**config.mk**
```make
export PLATFORM = sky130hd
export DESIGN_NAME = switch_matrix_cfg_loader
export DESIGN_NICKNAME = d
export VERILOG_FILES = /design/src/rtl/switch_matrix_cfg_loader.sv
export SDC_FILE = /design/constraint.sdc
export NUM_CORES = 1
export LEC_CHECK = 0
export BUFFER_PORTS_ARGS = -buffer_cell sky130_fd_sc_hd__buf_2
export CORE_MARGIN = 2
export CORE_UTILIZATION = 40
export DETAILED_ROUTE_END_ITERATION = 16
export PLACE_DENSITY = 0.69
export SLEW_MARGIN = 20
export SYNTH_ARGS = -nofsm -noshare
export SYNTH_HDL_FRONTEND = slang
export SYNTH_SLANG_ARGS = --single-unit
```
**constraint.sdc**
```tcl
create_clock -name clk -period 2.1 [get_ports clk]
set_input_delay 0 -clock clk [delete_from_list [all_inputs] [get_ports clk]]
set_output_delay 0 -clock clk [all_outputs]
set_load 0.005 [all_outputs]
```
**src/rtl/switch_matrix_cfg_loader.sv**
```systemverilog
`default_nettype none
// +----------------------------------------------------------------------------+
// | switch_matrix_cfg_loader                                                    |
// | Framed, validated shadow/active config loader for a 5x4 routing matrix.     |
// | Revision: 1.0                                                               |
// +----------------------------------------------------------------------------+
module switch_matrix_cfg_loader #(
   parameter  int N_TB = 5,
   parameter  int N_LR = 4,
   localparam int NENT = 2*N_TB + 2*N_LR
) (
   input  logic              clk,
   input  logic              rst_n,
   input  logic              cfg_valid,
   output logic              cfg_ready,
   input  logic [4:0]        cfg_addr,
   input  logic [5:0]        cfg_data,
   input  logic              cfg_last,
   input  logic              cfg_clear,
   output logic [NENT*6-1:0] cfg_active,
   output logic              busy,
   output logic              commit_done,
   output logic              err,
   output logic [1:0]        err_code
);

   typedef enum logic [1:0] {
      S_IDLE   = 2'd0,
      S_LOAD   = 2'd1,
      S_COMMIT = 2'd2,
      S_ABORT  = 2'd3
   } state_t;

   localparam logic [4:0] c_BOT_BASE   = 5'(N_TB);
   localparam logic [4:0] c_LEFT_BASE  = 5'(2*N_TB);
   localparam logic [4:0] c_RIGHT_BASE = 5'(2*N_TB + N_LR);
   localparam logic [4:0] c_NENT       = 5'(NENT);
   localparam logic [3:0] c_CNT_TB     = 4'(N_TB);
   localparam logic [3:0] c_CNT_LR     = 4'(N_LR);
   localparam logic [2:0] c_SIDE_NONE  = 3'd0;
   localparam logic [2:0] c_SIDE_TOP   = 3'd1;
   localparam logic [2:0] c_SIDE_RIGHT = 3'd2;
   localparam logic [2:0] c_SIDE_BOT   = 3'd3;
   localparam logic [2:0] c_SIDE_LEFT  = 3'd4;

   state_t             r_state;
   state_t             w_state_nxt;
   logic [NENT*6-1:0]  r_shadow;
   logic [NENT*6-1:0]  r_active;
   logic               r_frame_err;
   logic               r_err;
   logic [1:0]         r_err_code;
   logic               r_commit_done;

   logic               w_ready;
   logic               w_acc;
   logic [2:0]         w_own_side;
   logic [4:0]         w_own_idx;
   logic [2:0]         w_src_side;
   logic [2:0]         w_src_idx;
   logic [3:0]         w_side_cnt;
   logic [1:0]         w_code;
   logic               w_bad;

   assign w_ready    = (r_state == S_IDLE) || (r_state == S_LOAD);
   // A same-cycle clear wins over any offered word.
   assign w_acc      = cfg_valid & w_ready & ~cfg_clear;
   assign w_src_side = cfg_data[2:0];
   assign w_src_idx  = cfg_data[5:3];

   always_comb begin
      w_own_side = c_SIDE_RIGHT;
      w_own_idx  = cfg_addr - c_RIGHT_BASE;
      if (cfg_addr < c_BOT_BASE) begin
         w_own_side = c_SIDE_TOP;
         w_own_idx  = cfg_addr;
      end else if (cfg_addr < c_LEFT_BASE) begin
         w_own_side = c_SIDE_BOT;
         w_own_idx  = cfg_addr - c_BOT_BASE;
      end else if (cfg_addr < c_RIGHT_BASE) begin
         w_own_side = c_SIDE_LEFT;
         w_own_idx  = cfg_addr - c_LEFT_BASE;
      end
   end

   always_comb begin
      w_side_cnt = 4'd0;
      case (w_src_side)
         c_SIDE_TOP, c_SIDE_BOT:    w_side_cnt = c_CNT_TB;
         c_SIDE_RIGHT, c_SIDE_LEFT: w_side_cnt = c_CNT_LR;
         default:                   w_side_cnt = 4'd0;
      endcase
   end

   always_comb begin
      w_code = 2'd0;
      if (cfg_addr >= c_NENT)
         w_code = 2'd1;
      else if (w_src_side > c_SIDE_LEFT)
         w_code = 2'd2;
      else if ((w_src_side != c_SIDE_NONE) && ({1'b0, w_src_idx} >= w_side_cnt))
         w_code = 2'd3;
      else if ((w_src_side != c_SIDE_NONE) && (w_src_side == w_own_side) &&
               ({2'b00, w_src_idx} == w_own_idx))
         w_code = 2'd3;
   end

   assign w_bad = (w_code != 2'd0);

   always_comb begin
      w_state_nxt = r_state;
      case (r_state)
         S_IDLE, S_LOAD: begin
            if (cfg_clear)
               w_state_nxt = S_IDLE;
            else if (w_acc && cfg_last)
               w_state_nxt = (r_frame_err || w_bad) ? S_ABORT : S_COMMIT;
            else if (w_acc)
               w_state_nxt = S_LOAD;
         end
         S_COMMIT: w_state_nxt = S_IDLE;
         S_ABORT:  w_state_nxt = S_IDLE;
         default:  w_state_nxt = S_IDLE;
      endcase
   end

   always_ff @(posedge clk or negedge rst_n) begin
      if (!rst_n)
         r_state <= S_IDLE;
      else
         r_state <= w_state_nxt;
   end

   always_ff @(posedge clk or negedge rst_n) begin
      if (!rst_n) begin
         r_shadow      <= '0;
         r_active      <= '0;
         r_frame_err   <= 1'b0;
         r_err         <= 1'b0;
         r_err_code    <= 2'd0;
         r_commit_done <= 1'b0;
      end else begin
         r_err         <= 1'b0;
         r_commit_done <= (r_state == S_COMMIT);
         if (w_ready && cfg_clear) begin
            r_shadow    <= '0;
            r_active    <= '0;
            r_frame_err <= 1'b0;
         end else if (r_state == S_COMMIT) begin
            r_active    <= r_shadow;
            r_frame_err <= 1'b0;
         end else if (r_state == S_ABORT) begin
            // Discard partial frame so the next frame starts from the live config.
            r_shadow    <= r_active;
            r_frame_err <= 1'b0;
         end else if (w_acc) begin
            if (w_bad) begin
               r_err       <= 1'b1;
               r_err_code  <= w_code;
               r_frame_err <= 1'b1;
            end else begin
               for (int e = 0; e < NENT; e++) begin
                  if (cfg_addr == 5'(e))
                     r_shadow[e*6 +: 6] <= cfg_data;
               end
            end
         end
      end
   end

   assign cfg_ready   = w_ready;
   assign cfg_active  = r_active;
   assign busy        = (r_state != S_IDLE);
   assign commit_done = r_commit_done;
   assign err         = r_err;
   assign err_code    = r_err_code;

endmodule
`default_nettype wire
```
# ---- Yosys cells after proc, flatten, opt, wreduce, memory -nomap -nowiden
# Index checks and enable logic that the tools add are counted.
dict set report op_classes {
  reduce_logical 58
  n_mux 51
  n_addsub 3
  n_eq_ne 29
  magnitude_cmp 6
  n_bitwise 6
}
# cell count
set ops {}
lappend ops {{2-to-1 mux 108 bit} 7}
lappend ops {{2-to-1 mux 6 bit} 18}
lappend ops {{AND reduction 4 bit} 18}
lappend ops {{nonzero test 3 bit} 20}
lappend ops {{equality test 5 x 4 -> 1 bit, second input constant} 8}
lappend ops {{equality test 5 x 3 -> 1 bit, second input constant} 4}
lappend ops {{2-to-1 mux 5 bit} 3}
lappend ops {{2-to-1 mux 2 bit} 7}
lappend ops {{2-to-1 mux 1 bit} 11}
lappend ops {{equality test 5 x 2 -> 1 bit, second input constant} 2}
lappend ops {{equality test 5 bit, second input constant} 2}
lappend ops {{< comparator 5 x 4 -> 1 bit, second input constant} 2}
lappend ops {{subtractor 5 x 4 -> 5 bit, second input constant} 2}
lappend ops {{2-to-1 mux 3 bit} 3}
lappend ops {{nonzero test 4 bit} 2}
lappend ops {{OR reduction 2 bit} 4}
lappend ops {{equality test 3 x 2 -> 1 bit, second input constant} 2}
lappend ops {{case mux 3 bit (2 select lines)} 1}
lappend ops {{nonzero test 2 bit} 3}
lappend ops {{equality test 3 x 5 -> 1 bit} 1}
lappend ops {{equality test 5 x 1 -> 1 bit, second input constant} 1}
lappend ops {{>= comparator 5 bit, second input constant} 1}
lappend ops {{logical AND 1 bit} 5}
lappend ops {{logical NOT 5 bit} 1}
lappend ops {{other kinds (19)} 25}
dict set report totals {
  wordCells 177
  regBits 223
  out_inout_bits 114
  inputBits 16
}

# ---- Longest topological paths before layout
dict set report depth {
  ltp_word 17
  mapped_depth 12
}

# ---- Worst setup path before layout
# Ideal clock, no wire load.
dict set report synth_timing {
  path_kind {input to register}
  from {input cfg_addr[1]}
  to {register r_shadow[24]}
  required_time_ns 2.028
  setup_time_ns 0.072
  stages 11
  path_buffers 2
  t_arrival_ns 2.426
  setup_slack_ns -0.398
  cell_sequence {ha_1 -> buf_6 -> a211o_1 -> nor3_1 -> nor2_1 -> a2111o_1 -> o41ai_4 -> or4_1 -> buf_2 -> mux2_2 -> nor2_1}
}
dict set report synth_via {
  elab_chain_len 14
  elab_cells_between_ends 26
  cone_classes {add/sub (3); order compare (4); eq/ne (4); mux (10); reduce/logical (5)}
}
# item line
set synth_rtl {}
lappend synth_rtl {{start: declaration} 16} ;# input logic [4:0] cfg_addr,
lappend synth_rtl {{< comparator 5 x 4 -> 1 bit} 80} ;# end else if (cfg_addr < c_RIGHT_BASE) begin
lappend synth_rtl {{2-to-1 mux 3 bit} 80}
lappend synth_rtl {{2-to-1 mux 3 bit} 77} ;# end else if (cfg_addr < c_LEFT_BASE) begin
lappend synth_rtl {{2-to-1 mux 3 bit} 74} ;# if (cfg_addr < c_BOT_BASE) begin
lappend synth_rtl {{equality test 3 bit} 103} ;# else if ((w_src_side != c_SIDE_NONE) && (w_src_side == w_own_side) &&
lappend synth_rtl {{logical AND 1 bit (2 in a row)} 103}
lappend synth_rtl {{2-to-1 mux 2 bit} 103}
lappend synth_rtl {{2-to-1 mux 2 bit} 101} ;# else if ((w_src_side != c_SIDE_NONE) && ({1'b0, w_src_idx} >= w_side_cnt))
lappend synth_rtl {{2-to-1 mux 2 bit} 99} ;# else if (w_src_side > c_SIDE_LEFT)
lappend synth_rtl {{2-to-1 mux 2 bit} 97} ;# if (cfg_addr >= c_NENT)
lappend synth_rtl {{nonzero test 2 bit} 108} ;# assign w_bad = (w_code != 2'd0);
lappend synth_rtl {{inequality test 3 x 1 -> 1 bit (no source line)} n/a}
lappend synth_rtl {{AND reduction 4 bit (no source line) (*)} n/a}
lappend synth_rtl {{end signal: assignment} 154} ;# r_shadow <= r_active;
lappend synth_rtl {{end signal: indexed assignment} 164} ;# r_shadow[e*6 +: 6] <= cfg_data;
lappend synth_rtl {{end: declaration} 48} ;# logic [NENT*6-1:0] r_shadow;
# Mark *: on every way between the ends. The rest lies on a longest branch, timed or not.
# A chain may end at the register's enable or synchronous reset.

# ---- Worst setup path in the final report
dict set report layout_timing {
  from {input cfg_addr[1]}
  to {register r_shadow[1]}
}
# The elaborated chain is that of the path after synthesis.

==> implementation parameters <==
Parameter                              Value

Hold path
  Hold/Removal Path Class ... in2reg
  Launch instance of the worst min-delay path ... cfg_data[4]

Logic synthesis
  Area of the mapped netlist ... 9897 um^2
  Mean area per synthesized cell ... 10.76 um^2
  Cell type with the largest total area after synthesis ... sky130_fd_sc_hd__dfrtp_1
  Part of the Yosys area used for sequential elements ... 56.38%
  Share of synthesized flip-flops with an asynchronous set or reset ... 100.0%
  Area share of the largest cell type after synthesis ... 56.38%
  Synth cell types ... 52
  Post-synth net total ... 946
  Number of enable-type register cells in the synthesized netlist ... 0
  Largest cells by area after synthesis ... sky130_fd_sc_hd__dfrtp_1 56%, sky130_fd_sc_hd__a22o_1 9.6%, sky130_fd_sc_hd__o21ai_0 5.9%, sky130_fd_sc_hd__a21oi_1 4.8%, sky130_fd_sc_hd__mux2i_1 2.5%
  Synthesis warning total ... 0
  Number of synthesized register bits ... 223
  Mapped Cells ... 920
  Most common flop cell mapped by yosys ... sky130_fd_sc_hd__dfrtp_1

Route
  Drt first-iter violations ... 571
  Via density per instance ... 5.775
  First-pass detailed-route iteration total ... 7
  Antenna viol nets, final ... 0
  Wirelength, routed ... 28.82 mm
  Routed len/inst ... 20.24 um
  Post-route DRC ... 0
  Vias ... 8224

Final layout
  Fraction of layout instances using a drive strength above 1 ... 29.73%
  Area occupied by multi-input gates ... 4294 um^2
  Fill cell total of the finished layout ... 2121
  Most common library cell in the layout ignoring fill and taps ... sky130_fd_sc_hd__dfrtp_1
  Commonest cells after routing, fill and taps aside ... 223 x sky130_fd_sc_hd__dfrtp_1, 126 x sky130_fd_sc_hd__buf_2, 108 x sky130_fd_sc_hd__a22o_1
  Synthesis-to-layout area growth ... 27.70%
  Antenna diode count ... 0
  Storage element area ... 5580 um^2
  NumNets Final ... 1113

Clock tree
  Sink count of the clock tree ... 223
  CTS tree ... built
  Clock-pin slew on the worst setup and hold paths ... 0.06 ns
  Clock latency of the later-clocked register in the worst-skew pair ... 0.52 ns
  Number of levels in the clock H-tree ... 1
  Number of CTS-inserted buffers ... 25
  Maximum buffer depth of the clock tree ... 3
  Clock root cell ... sky130_fd_sc_hd__clkbuf_16

Critical path
  Required time reported for the critical path endpoint ... 2.55 ns
  Source of the worst register-to-register timing path ... r_state[1]
  Setup CP Type ... in2reg
  Maximum fanout along the worst path ... 7
  Critical Path Start ... cfg_addr[1]
  Crit start category ... input port
  Data arrival time at the worst-slack endpoint ... 2.47 ns
  Kind of end point of the critical path ... flip-flop

GRT
  Global route overflow ... 0
  Pin count of the biggest net entering global routing ... 91
  Number of global-route vias before repair ... 7983
  Number of antenna violations at the first check in global routing ... 0
  Overall routing resource usage ... 21.88%
  First-pass GRT wire length ... 45.59 mm

Pwr
  Pint ... 0.007189 W
  Areal power density over the cells ... 761.1 nW/um^2
  Clk network pwr share ... 41.7%
  Highest ir drop seen on vdd ... 0.5138 mV
  Reg power frac ... 46.9%
  Static leakage power ... 6.134 nW
  Share of total power consumed by net switching ... 25.26%
  Switching power total ... 0.002430 W
  Proportion of power drawn by combinational gates ... 11.4%

Timing
  Tcrit/Tclk final ... 96.51%
  Post-route clock skew ... 0.01372 ns
  Hold Fails Final Rpt ... 0
  Slew at the pin closest to its max-slew limit ... 0.6710 ns
  Final number of max-transition violations ... 0
  Unrepaired setup endpoints after global routing ... true
  Timing-limited maximum frequency ... 493.4 MHz
  Smallest hold slack ... 0.02218 ns
  Final sum of negative setup slack ... 0 ns
  Final number of setup-violating endpoints ... 0
  Headroom to the max-slew limit ... 55.12%
  Final Critical Period ... 2.027 ns

Floorplanning
  Top-level I/O count ... 130
  Floorplan row count ... 57
  Vertical extent of the die ... 161.3 um
  Die Outline Area ... 26020 um^2
  Chip width ... 161.3 um
  Placeable core area ... 24320 um^2
  Starting density of the core ... 40.70%

Place
  RD Place Congestion ... 0.8947
  HPWL reported at the end of detailed placement ... 18.37 mm
  Port bufs ... 129

Run status
  Status ... completed

Run
  Number of maximum-capacitance constraint violations ... 0
## cells by family after synthesis
| group | Yosys count | share of synthesized area (%) |
|---|---|---|
| compound gates | 409 | 27.02 |
| flops | 223 | 56.38 |
| simple gates | 143 | 7.231 |
| buf+inv | 94 | 3.856 |
| mux | 37 | 3.894 |
| fa+ha+maj | 10 | 1.264 |
| xor+xnor | 4 | 0.3540 |
## synth_stat cells, types with 2 or more instances
cell type and n:
sky130_fd_sc_hd__buf_6 2, sky130_fd_sc_hd__clkbuf_1 66, sky130_fd_sc_hd__o21a_1 19, sky130_fd_sc_hd__nand2b_1 3, sky130_fd_sc_hd__nor3_1 34, sky130_fd_sc_hd__buf_1 7
sky130_fd_sc_hd__a41o_1 3, sky130_fd_sc_hd__nand3_1 4, sky130_fd_sc_hd__o21ai_0 117, sky130_fd_sc_hd__inv_1 7, sky130_fd_sc_hd__and4b_1 2, sky130_fd_sc_hd__a21oi_1 94
sky130_fd_sc_hd__ha_1 10, sky130_fd_sc_hd__a211oi_1 25, sky130_fd_sc_hd__nor3b_1 7, sky130_fd_sc_hd__nand2_1 17, sky130_fd_sc_hd__buf_2 11, sky130_fd_sc_hd__o211ai_1 2
sky130_fd_sc_hd__nor2_2 2, sky130_fd_sc_hd__and2_1 6, sky130_fd_sc_hd__mux2_2 12, sky130_fd_sc_hd__and3_1 3, sky130_fd_sc_hd__o21ai_1 7, sky130_fd_sc_hd__or4_1 2
sky130_fd_sc_hd__nor2b_1 9, sky130_fd_sc_hd__a31oi_1 22, sky130_fd_sc_hd__dfrtp_1 223, sky130_fd_sc_hd__xor2_1 3, sky130_fd_sc_hd__mux2i_1 25, sky130_fd_sc_hd__a22o_1 108
sky130_fd_sc_hd__nor2_1 47
## state kept, by name, summed over array words and instances (netlist names)
name and count:
r_frame_err 1, err 1, r_state 2, r_shadow 108
commit_done 1, err_code 2, cfg_active 108
## power by group through the flow
| stage | Sequential [W] | Combinational [W] | Clock [W] |
|---|---|---|---|
| finish | 0.00451 | 0.00110 | 0.00401 |
| global route | 0.00452 | 0.00121 | 0.00427 |
| CTS | 0.00451 | 0.00107 | 0.00409 |
| detailed placement | 0.00458 | 0.00105 | 0 |
| global placement | 0.00458 | 0.00104 | 0 |
| floorplan | 0.00457 | 0.000588 | 0 |
## worst max-delay path: stages
cell and delay (ns):
sky130_fd_sc_hd__buf_12 0.10, sky130_fd_sc_hd__clkinv_8 0.06, sky130_fd_sc_hd__ha_4 0.17, sky130_fd_sc_hd__a211o_1 0.32, sky130_fd_sc_hd__nor3_2 0.14, sky130_fd_sc_hd__nor2_1 0.07
sky130_fd_sc_hd__a2111o_1 0.38, sky130_fd_sc_hd__o41ai_4 0.27, sky130_fd_sc_hd__buf_4 0.21, sky130_fd_sc_hd__nand3b_1 0.19, sky130_fd_sc_hd__buf_6 0.16, sky130_fd_sc_hd__mux2_4 0.30
sky130_fd_sc_hd__nor2_1 0.09
## stage by stage
step	setup slack, ns	area (um^2)	util [%]	instances	power, W
floorplan	-0.1844	10210	-	920	0.005156
global placement	-0.5604	11640	47.86	1375	0.005614
detailed placement	-0.6225	11640	47.86	1375	0.005630
CTS	-0.01824	12480	51.31	1421	0.009669
global route	-0.001000	12640	51.97	1424	0.01000
finish	0.07335	12640	51.97	1424	0.009619
## area by class of cell
cell class	count	area share (%)
tap	324	3.208
inverter	8	0.3465
clock inverter	5	0.1980
clock buffer	35	5.643
sequential	223	44.15
timing repair buffer	226	12.47
multi-input combinational	603	33.98
## routing by layer
layer | GRT usage [%] | wire [um] | part of all wire [%] | up-vias
li1 | - | - | - | 3755
met1 | 31.28 | 12800 | 44 | 4170
met2 | 34.00 | 13600 | 47 | 255
met3 | 4.545 | 1798 | 6.2 | 44
met4 | 5.966 | 616 | 2.1 | 0
met5 | 0 | 0 | 0 | -
## path summary, 6_finish.rpt
path                           endpoint  depth (start not counted)  slack (ns)
max                         r_shadow[1]                         13        0.07
min                        r_shadow[94]                          4        0.02
max reg2reg                r_shadow[90]                          8        0.12
min reg2reg                 r_frame_err                          1        0.49
max in group asynchronous  r_shadow[18]                          3        1.37
min in group asynchronous   commit_done                          2        0.03
## repair_timing
item	in CTS	in global routing
resized for setup	11	34
pin swaps	2	12
hold endpoints to repair	229	0
hold buffers	6	0
setup endpoints to repair	55	108
buffers inserted	0	4
Note: power is estimated with default switching activity, not from simulation.
